File: src/rtl/gcn_schedule_ctrl.sv
// Sequencer for the GCN combination datapath: walks every weight column against every feature row, then steps the COO edge list.
// Outputs are registered from the next state; the FSM stalls in WAIT_MAC on mac_valid and in AGG on agg_ready.
module gcn_schedule_ctrl #(
   parameter int FEATURE_ROWS          = 6,
   parameter int WEIGHT_COLS           = 3,
   parameter int ADDRESS_WIDTH         = 13,
   parameter int FEATURE_BASE          = 512,
   parameter int COO_NUM_OF_COLS       = 6,
   parameter int COUNTER_WEIGHT_WIDTH  = $clog2(WEIGHT_COLS),
   parameter int COUNTER_FEATURE_WIDTH = $clog2(FEATURE_ROWS),
   parameter int COO_BW                = $clog2(COO_NUM_OF_COLS)
) (
   input  logic                             clk,
   input  logic                             reset,
   input  logic                             start,
   output logic                             enable_read,
   output logic [ADDRESS_WIDTH-1:0]         read_address,
   output logic                             load_weight,
   output logic                             load_feature,
   output logic [COUNTER_WEIGHT_WIDTH-1:0]  weight_col,
   output logic [COUNTER_FEATURE_WIDTH-1:0] feature_row,
   input  logic                             mac_valid,
   output logic                             result_we,
   output logic [COO_BW-1:0]                coo_address,
   output logic                             agg_valid,
   input  logic                             agg_ready,
   output logic                             done
);

   typedef enum logic [3:0] {
      S_IDLE, S_RD_W, S_LD_W, S_RD_F, S_LD_F, S_WAIT_MAC, S_WRITE, S_AGG, S_DONE
   } state_t;

   localparam logic [COUNTER_WEIGHT_WIDTH-1:0]  LAST_COL = COUNTER_WEIGHT_WIDTH'(WEIGHT_COLS - 1);
   localparam logic [COUNTER_FEATURE_WIDTH-1:0] LAST_ROW = COUNTER_FEATURE_WIDTH'(FEATURE_ROWS - 1);
   localparam logic [COO_BW-1:0]                LAST_EDGE = COO_BW'(COO_NUM_OF_COLS - 1);

   state_t                             r_state, w_state;
   logic [COUNTER_WEIGHT_WIDTH-1:0]    r_weight_col, w_weight_col;
   logic [COUNTER_FEATURE_WIDTH-1:0]   r_feature_row, w_feature_row;
   logic [COO_BW-1:0]                  r_coo_address, w_coo_address;
   logic [ADDRESS_WIDTH-1:0]           r_read_address, w_read_address;
   logic                               r_enable_read;
   logic                               r_load_weight;
   logic                               r_load_feature;
   logic                               r_result_we;
   logic                               r_agg_valid;
   logic                               r_done;

   always_comb begin
      w_state       = r_state;
      w_weight_col  = r_weight_col;
      w_feature_row = r_feature_row;
      w_coo_address = r_coo_address;
      case (r_state)
         S_IDLE: begin
            if (start) begin
               w_state       = S_RD_W;
               w_weight_col  = '0;
               w_feature_row = '0;
            end
         end
         S_RD_W:     w_state = S_LD_W;
         S_LD_W:     w_state = S_RD_F;
         S_RD_F:     w_state = S_LD_F;
         S_LD_F:     w_state = S_WAIT_MAC;
         S_WAIT_MAC: if (mac_valid) w_state = S_WRITE;
         S_WRITE: begin
            if (r_feature_row < LAST_ROW) begin
               w_feature_row = r_feature_row + 1'b1;
               w_state       = S_RD_F;
            end else if (r_weight_col < LAST_COL) begin
               w_feature_row = '0;
               w_weight_col  = r_weight_col + 1'b1;
               w_state       = S_RD_W;
            end else begin
               w_feature_row = '0;
               w_weight_col  = '0;
               w_coo_address = '0;
               w_state       = S_AGG;
            end
         end
         S_AGG: begin
            if (agg_ready) begin
               if (r_coo_address < LAST_EDGE) begin
                  w_coo_address = r_coo_address + 1'b1;
               end else begin
                  w_coo_address = '0;
                  w_state       = S_DONE;
               end
            end
         end
         S_DONE:  if (!start) w_state = S_IDLE;
         default: w_state = S_IDLE;
      endcase

      // The address is only loaded on entry to a read state; the load states and everything else hold it.
      w_read_address = r_read_address;
      if (w_state == S_RD_W) begin
         w_read_address = ADDRESS_WIDTH'(w_weight_col);
      end else if (w_state == S_RD_F) begin
         w_read_address = ADDRESS_WIDTH'(FEATURE_BASE) + ADDRESS_WIDTH'(w_feature_row);
      end
   end

   always_ff @(posedge clk or negedge reset) begin
      if (!reset) begin
         r_state        <= S_IDLE;
         r_weight_col   <= '0;
         r_feature_row  <= '0;
         r_coo_address  <= '0;
         r_read_address <= '0;
         r_enable_read  <= 1'b0;
         r_load_weight  <= 1'b0;
         r_load_feature <= 1'b0;
         r_result_we    <= 1'b0;
         r_agg_valid    <= 1'b0;
         r_done         <= 1'b0;
      end else begin
         r_state        <= w_state;
         r_weight_col   <= w_weight_col;
         r_feature_row  <= w_feature_row;
         r_coo_address  <= w_coo_address;
         r_read_address <= w_read_address;
         r_enable_read  <= (w_state == S_RD_W) || (w_state == S_LD_W) ||
                           (w_state == S_RD_F) || (w_state == S_LD_F);
         r_load_weight  <= (w_state == S_LD_W);
         r_load_feature <= (w_state == S_LD_F);
         r_result_we    <= (w_state == S_WRITE);
         r_agg_valid    <= (w_state == S_AGG);
         r_done         <= (w_state == S_DONE);
      end
   end

   assign enable_read  = r_enable_read;
   assign read_address = r_read_address;
   assign load_weight  = r_load_weight;
   assign load_feature = r_load_feature;
   assign weight_col   = r_weight_col;
   assign feature_row  = r_feature_row;
   assign result_we    = r_result_we;
   assign coo_address  = r_coo_address;
   assign agg_valid    = r_agg_valid;
   assign done         = r_done;

endmodule

File: config.mk
export PLATFORM = sky130hd
export DESIGN_NAME = gcn_schedule_ctrl
export DESIGN_NICKNAME = d
export VERILOG_FILES = /design/src/rtl/gcn_schedule_ctrl.sv
export SDC_FILE = /design/constraint.sdc
export NUM_CORES = 1
export LEC_CHECK = 0
export CAP_MARGIN = 30
export CORE_ASPECT_RATIO = 1.2
export CORE_MARGIN = 2
export CORE_UTILIZATION = 47
export DETAILED_ROUTE_END_ITERATION = 8
export GPL_TIMING_DRIVEN = 0
export PLACE_DENSITY = 0.78
export SYNTH_ARGS = -nofsm -noshare
export SYNTH_HDL_FRONTEND = slang
export SYNTH_SLANG_ARGS = --single-unit
export TNS_END_PERCENT = 50
File: constraint.sdc
create_clock -name clk -period 2.58 [get_ports clk]
set_clock_uncertainty 0.15 [all_clocks]
set_input_delay 0.516 -clock clk [delete_from_list [all_inputs] [get_ports clk]]
set_output_delay 0.516 -clock clk [all_outputs]
set_load 0.03 [all_outputs]
* Yosys cells after proc, flatten, opt, wreduce, memory -nomap -nowiden
Cells that the tools add are included.
** Word-level totals
- Bits of input ports :: 5
- Bits in read-only memories :: 0
- Word-level logic and storage cells :: 65
- Output and inout port bits :: 27
- Register bits after elaboration :: 31
- Memories kept :: 0
- Bits in writable memories :: 0
- Latch bits :: 0
** Cells by class
- $mul :: 0
- Reduce and logical (&&, ||, !) cells :: 7
- Bitwise gates (word level) :: 0
- Add/subtract/negate cells :: 4
- Equality and inequality tests :: 18
- Muxes and demuxes :: 22
- Divide/modulo/power cells :: 0
- Shift operators :: 0
- $lt $le $gt $ge :: 3
** Operator list (number)
- 4-bit case mux with 9 select lines :: 1
- 4-bit by 3-bit == test with 1-bit output (second input constant) :: 7
- 13-bit 2-to-1 mux :: 2
- 3-bit 2-to-1 mux :: 8
- 4-bit 2-to-1 mux :: 5
- 4-bit by 2-bit == test with 1-bit output (second input constant) :: 4
- 3-bit case mux with 2 select lines :: 2
- 10-bit by 3-bit adder with 11-bit output (first input constant) :: 1
- 4-bit by 1-bit == test with 1-bit output (second input constant) :: 2
- 4-bit == test (second input constant) :: 2
- 3-bit by 1-bit adder with 3-bit output (second input constant) :: 2
- 3-bit less-than comparator (second input constant) :: 2
- 2-bit 2-to-1 mux :: 3
- 2-bit != test (second input constant) :: 3
- 4-bit logical NOT :: 1
- 2-bit case mux with 2 select lines :: 1
- 4-bit AND reduction :: 1
- 2-bit nonzero test :: 2
- 1-bit logical OR :: 3
- 2-bit by 1-bit adder with 2-bit output (second input constant) :: 1
- 2-bit less-than comparator (second input constant) :: 1

* Longest topological paths before layout
Gate-level depths: netlist of the first run.
- Depth after elaboration :: 8
- Gate-level depth with buffers :: 6
- Mapped depth without buffers :: 5

* Worst setup path before layout of the first run
Ideal clock, no wire load.
- Path type :: input -> register
- Start point :: in start
- End point :: reg r_read_address[1] (netlist: read_address[1])
- Arrival :: 1.995 ns
- Stages :: 5
- Setup time :: 0.125 ns
- Path buffers :: 0
- Data required time :: 2.305 ns
- Setup slack :: 0.310 ns
- Cells stage by stage :: or3b_1 a211o_1 a221o_1 mux2_2 mux2_4
** On the way
- Elaborated cells on any way between the ends :: 13
- Classes of those cells :: 1 x add/sub; 2 x eq/ne; 9 x mux; 1 x reduce/logical
** RTL lines
- from (decl) :: RTL line 15 : input logic start,
- 2-bit 2-to-1 mux :: RTL line 57 : if (start) begin
- 2-bit case mux with 2 select lines :: RTL line 55 : case (r_state)
- net w_weight_col[1] :: RTL line 39 : logic [COUNTER_WEIGHT_WIDTH-1:0] r_weight_col, w_weight_col;
- 13-bit 2-to-1 mux :: RTL line 99 : if (w_state == S_RD_W) begin
- to (signal assigned) :: RTL line 124 : r_read_address <= w_read_address;
- to (decl) :: RTL line 42 : logic [ADDRESS_WIDTH-1:0] r_read_address, w_read_address;
The timed path passes the listed nets, and every way through them passes these cells. The select of a mux whose other input is x is not followed.
A chain may end at the register's enable or synchronous reset.

* Worst setup path in the final report of the first run
- Start point :: reg r_state[1]
- End point :: reg r_read_address[1] (netlist: read_address[1])
** On the way
- Cells in the longest elaborated chain, start to end :: 5
- Elaborated cells on any way between the ends :: 23
- Classes of those cells :: 1 x add/sub; 10 x eq/ne; 10 x mux; 2 x reduce/logical
** RTL lines
- from (decl) :: RTL line 38 : state_t r_state, w_state;
- from (signal assigned) :: RTL line 120 : r_state <= w_state;
- 4-bit by 3-bit == test with 1-bit output / 4-bit logical NOT (equally long branches) :: RTL line 55
- 3-bit case mux with 2 select lines * :: RTL line 55
- net w_feature_row[1] :: RTL line 40 : logic [COUNTER_FEATURE_WIDTH-1:0] r_feature_row, w_feature_row;
- 10-bit by 3-bit adder with 11-bit output * :: RTL line 102 : w_read_address = ADDRESS_WIDTH'(FEATURE_BASE) + ADDRESS_WIDTH'(w_feature_row);
- 13-bit 2-to-1 mux * :: RTL line 101 : end else if (w_state == S_RD_F) begin
- 13-bit 2-to-1 mux * :: RTL line 99
Mark *: on every way through the listed nets, which the timed path passes. The rest lies on a longest branch. The select of a mux whose other input is x is not followed.

==> results of run 1 <==
## synth_stat cells, types with 3 or more instances
cell type | count | area [um2]
nand3_1 | 3 | 15.01
inv_1 | 6 | 22.52
nor3_1 | 4 | 20.02
buf_4 | 9 | 67.56
o21ai_1 | 3 | 15.01
mux2_2 | 3 | 33.78
o21ai_0 | 8 | 40.04
nand2_1 | 8 | 30.03
dfrtp_1 | 22 | 550.5
nor2_1 | 3 | 11.26
nand2b_1 | 3 | 18.77
## final cells by class
type                    count  area, um2  area share [%]
multi-input cells          81      563.0           35.97
well taps                  33      41.29           2.638
flip-flops and latches     22      550.5           35.17
clock buffers               4      36.28           2.318
inverters                   6      22.52           1.439
plain buffers              14      106.4           6.795
repair buffers             24      245.2           15.67
## kinds of logic after synthesis
logic type               Yosys count  synth area share [%]
AO/OA/AOI/OAI                     28                 17.03
AND/OR/NAND/NOR                   37                 19.61
flip-flops                        22                 45.41
other                              1                0.3093
multiplexers                       5                 4.953
buffers and inverters             20                 10.63
adder cells (fa/ha/maj)            2                 2.064
## worst max-delay path, delay by kind of cell, from the launching register on
kind | cells | cell delay, ns
buffers and inverters | 1 | 0.17
AND/OR/NAND/NOR | 1 | 0.40
flip-flops | 1 | 0.46
AO/OA/AOI/OAI | 2 | 0.54
multiplexers | 2 | 0.51
## through the flow
step	power [mW]	util [%]	instances	hold slack [ns]	area [um2]
6_report	1.777	62.55	184	0.3552	1565
3_3_place_gp	1.544	60.10	178	0.3228	1504
3_5_place_dp	1.575	60.10	178	0.3278	1504
2_1_floorplan	1.265	-	123	0.07041	1242
5_1_grt	1.905	62.55	184	0.3628	1565
4_1_cts	1.781	61.85	183	0.3614	1548
## power by group
part           total [mW]  internal, mW  switching, mW
logic                1.03         0.460          0.568
registers           0.559         0.459         0.0991
clock network       0.191        0.0863          0.104
## repair_timing
| item | in CTS | in global routing |
|---|---|---|
| pin swaps | 2 | 1 |
| endpoints found under the setup margin | 1 | 2 |
| resized for setup | 0 | 1 |
| cloned | 0 | 0 |
| setup buffers | 1 | 0 |
| hold endpoints to repair | 0 | 0 |
## registers in the layout (all words and copies together), names as in the netlist
signal        count
agg_valid         1
result_we         1
enable_read       1
weight_col        2
r_state           4
done              1
feature_row       3
coo_address       3
read_address      4
load_weight       1
load_feature      1
## how the worst max path moves through the flow
stage / start / depth (start not counted) / to / slack, ns
final: r_state[1] / 6 / read_address[1] / 0.25
after global routing: r_state[1] / 6 / read_address[1] / 0.17
after floorplan: start / 5 / read_address[1] / 0.31
after CTS: start / 7 / read_address[1] / 0.02
after detailed placement: start / 6 / read_address[1] / -0.35
after global placement: start / 6 / read_address[1] / -0.31
## per-layer routing
layer | up-vias | global-route usage [%]
li1 | 475 | -
met1 | 460 | 21.67
met2 | 30 | 34.59
met3 | 4 | 3.283
met4 | 0 | 10.42
met5 | - | 0
==> impl_metrics.ini, run 1 <==
[die]
io_pins = 32
initial_core_util_pct = 48.45
die-area_um2 = 3004
row_count = 20
dieHeight_um = 59.64
coreArea_um2 = 2502
die_w_um = 50.37

[cells_and_area]
drive_above_1_share_pct = 21.19
final_cell_mix = 22 x dfrtp_1, 21 x clkdlybuf4s50_1, 10 x buf_4
n_fill_cell = 216
layout_commonest_cell = dfrtp_1
num-nets-final = 159
areaGrowthSynthToFinish_pct = 29.10
num_antenna_cells = 0

[synth]
ys_warn_count = 0
synthCells = 115
ys.flop_type = dfrtp_1
avgSynthCellArea_um2 = 10.54
synth_seq_cells = 22
yosysUniqueCellTypes = 48
yosysSeqAreaShare_pct = 45.41
syn_area_um2 = 1212
ys_async_sr_fraction_pct = 100.0
synth_edf_count = 0

[worst_setup_path]
critical_path_class = flop to flop
cp.required_ns = 2.64
r2r_cells = 6
startpoint_type = flop
crit_path_max_incr_delay_ns = 0.46
ff2ff_setup_slack_ns = 0.25
arrival_ns = 2.39
r2r-end = read_address[1]
crit-reg2reg-launch = r_state[1]
worstPathMaxFanout = 7
path_cells = or3b_1 > a211o_1 > buf_4 > a32o_2 > mux2_2 > mux2_4
cpMaxStageDelayCell = dfrtp_1
endpoint_kind = flop

[clock_network]
cts_made_buffers = 3
tritoncts = yes
clockBufferDepth = 2
clk_pin_slew_ns = 0.12
cts.sinks = 22
cts_htree_levels = 1
hold_buffers = 0
clk_latency_ns = 0.31
root_buffer = clkbuf_4

[place]
gp_congestion = 0.8667
port_buffers = 22
dp_worst_setup_slack_ns = -0.3491

[sta]
timing.fmax_mhz = 428.7
hold_viol_final = 0
post-route-period-util_pct = 90.40
report.final.slew_viol_count = 0
setup-tns-final_ns = 0
finalWorstSetupSlack_ns = 0.2476
rsz0062_at_grt = no
finalSetupViolations = 0
fin_crit_ns = 2.332

[drt]
ant_nets = 0
route.detailed.wl_per_inst_um = 13.31
wl_met2_um = 1289
vias = 969
finalWirelength_um = 2449
dr.pass1.iters = 4
drt_iter0_drc = 18
highest_layer = met4
viasPerCell = 5.266
drc = 0
wl_met1_um = 1011
dr_wl_met3_um = 98

[flow_run]
maxCapViolCount = 0

[grt]
grt_pass1_wl_um = 4284
grt.overflow.total = 0
grt_max_degree = 23
antenna_found_initial = 0
grt_use_total_pct = 19.24
grt_pass1_vias = 970

[pwr]
leakagePower_nw = 0.7520
ir_drop_uv = 638.8
cellPowerDensity_nw_per_um2 = 1136

[worst_hold_path]
hold_path_class = input pin to async pin

[run_status]
status = finished clean
No activity file was read; power rests on OpenSTA's default activity.
==> run 2, diff against run 1 <==
--- a/config.mk
+++ b/config.mk
@@ -12,6 +12,7 @@
 export DETAILED_ROUTE_END_ITERATION = 8
 export GPL_TIMING_DRIVEN = 0
 export PLACE_DENSITY = 0.78
+export SETUP_SLACK_MARGIN = 0.05
 export SYNTH_ARGS = -nofsm -noshare
 export SYNTH_HDL_FRONTEND = slang
 export SYNTH_SLANG_ARGS = --single-unit
==> impl_metrics.ini, run 2 (synthesis gave the netlist of run 1 again) <==
[drt]
drt_iter0_drc = 18
viasPerCell = 5.266
finalWirelength_um = 2447
dr.pass1.iters = 4
drc = 0
ant_nets = 0
vias = 969
route.detailed.wl_per_inst_um = 13.30

[die]
die-area_um2 = 3004
row_count = 20
io_pins = 32
initial_core_util_pct = 48.45
coreArea_um2 = 2502
dieHeight_um = 59.64
die_w_um = 50.37

[cells_and_area]
fin_area_um2 = 1562
num-nets-final = 159
layout_commonest_cell = dfrtp_1
final_cell_mix = 22 x dfrtp_1, 21 x clkdlybuf4s50_1, 10 x buf_4
areaGrowthSynthToFinish_pct = 28.79
utilization_pct = 62.40
n_fill_cell = 216
drive_above_1_share_pct = 21.19
num_antenna_cells = 0

[clock_network]
cts_htree_levels = 1
cts.sinks = 22
cts_made_buffers = 3
tritoncts = yes
clk_pin_slew_ns = 0.12
root_buffer = clkbuf_4
clk_latency_ns = 0.31
clockBufferDepth = 2

[place]
placed_cell_area_um2 = 1504
gp_congestion = 0.8667
port_buffers = 22
dp_worst_setup_slack_ns = -0.3491

[worst_setup_path]
crit_path_max_incr_delay_ns = 0.46
setup.worst_path.start = r_state[1]
endpoint_kind = flop
critical_path_class = flop to flop
path_delay_family = compound AO/OA/AOI/OAI gates
cpMaxStageDelayCell = dfrtp_1
ff2ff_setup_slack_ns = 0.21
worstPathMaxFanout = 7
cp.required_ns = 2.64
crit-reg2reg-launch = r_state[1]
startpoint_type = flop
path_cells = or3b_1 > a211o_1 > buf_4 > a32o_2 > mux2_2 > mux2_4
crit_buf_inv = 1
arrival_ns = 2.43

[grt]
grt_pass1_wl_um = 4284
grt_pass1_vias = 970
grt_use_total_pct = 19.24
antenna_found_initial = 0
grt_max_degree = 23
grt.overflow.total = 0

[pwr]
cellPowerDensity_nw_per_um2 = 1138
finalPower_mw = 1.777
leakagePower_nw = 0.7442
ir_drop_uv = 638.8

[sta]
rsz0062_at_grt = no
report.final.slew_viol_count = 0
fin_crit_ns = 2.366
post-route-period-util_pct = 91.71
hold_viol_final = 0
timing.fmax_mhz = 422.6
hold_slack_ns = 0.3552
finalWorstSetupSlack_ns = 0.2138
finalSetupViolations = 0

[flow_run]
maxCapViolCount = 0

[run_status]
status = finished clean

[worst_hold_path]
hold_path_class = input pin to async pin
==> run 2: cell count changes in the layout (fill, tap and decap cells not counted), sizes merged <==
cell          change
dlymetal6s2s      -1
dlygate4sd2       +1
==> run 2: worst reg2reg max path: stages, from the launching register on <==
cell,delay [ns]
dfrtp_1,0.46
or3b_1,0.40
a211o_1,0.35
buf_4,0.17
a32o_2,0.22
mux2_2,0.26
mux2_4,0.26
==> run 2: routing by layer <==
layer | global-route usage, % | part of all wire [%] | vias to the layer above
li1 | - | - | 475
met1 | 21.67 | 41 | 460
met4 | 10.42 | 2.0 | 0
met2 | 34.59 | 53 | 30
met5 | 0 | 0 | -
met3 | 3.283 | 4.0 | 4
==> run 2: final cells by class <==
type                            count  area (um2)  share of cell area, %
Buffer                             14       106.4                  6.811
Clock buffer                        4       36.28                  2.324
Inverter                            6       22.52                  1.442
Tap cell                           33       41.29                  2.644
Sequential cell                    22       550.5                  35.26
Multi-Input combinational cell     81       563.0                  36.06
Timing Repair Buffer               24       241.5                  15.46
==> run 2: where the power goes <==
part	leakage, nW	total, mW	switching, mW	internal [mW]
clock network	0.0210	0.191	0.104	0.0863
registers	0.290	0.559	0.0991	0.459
logic	0.433	1.03	0.568	0.460
==> run 2: path summary, 6_finish.rpt <==
kind | to | cells after the start
setup reg to reg | read_address[1] | 6
hold reg to reg | read_address[9] | 1
min in group clk | read_address[9] | 1
hold / removal | result_we | 1
max in group asynchronous | done | 2
setup / recovery | read_address[1] | 6
==> run 2: per-stage QoR <==
step / setup TNS [ns] / instances
after detailed placement: -0.5224 / 178
after global placement: -0.4178 / 178
after CTS: 0 / 183
final: 0 / 184
after floorplan: 0 / 123
after global routing: 0 / 184
==> run 2: timing repair <==
item | in CTS | in global routing
endpoints found under the hold margin | 0 | 0
resized for setup | 1 | 0
endpoints found under the setup margin | 1 | 0
buffers inserted | 1 | 0
hold buffers | 0 | 0
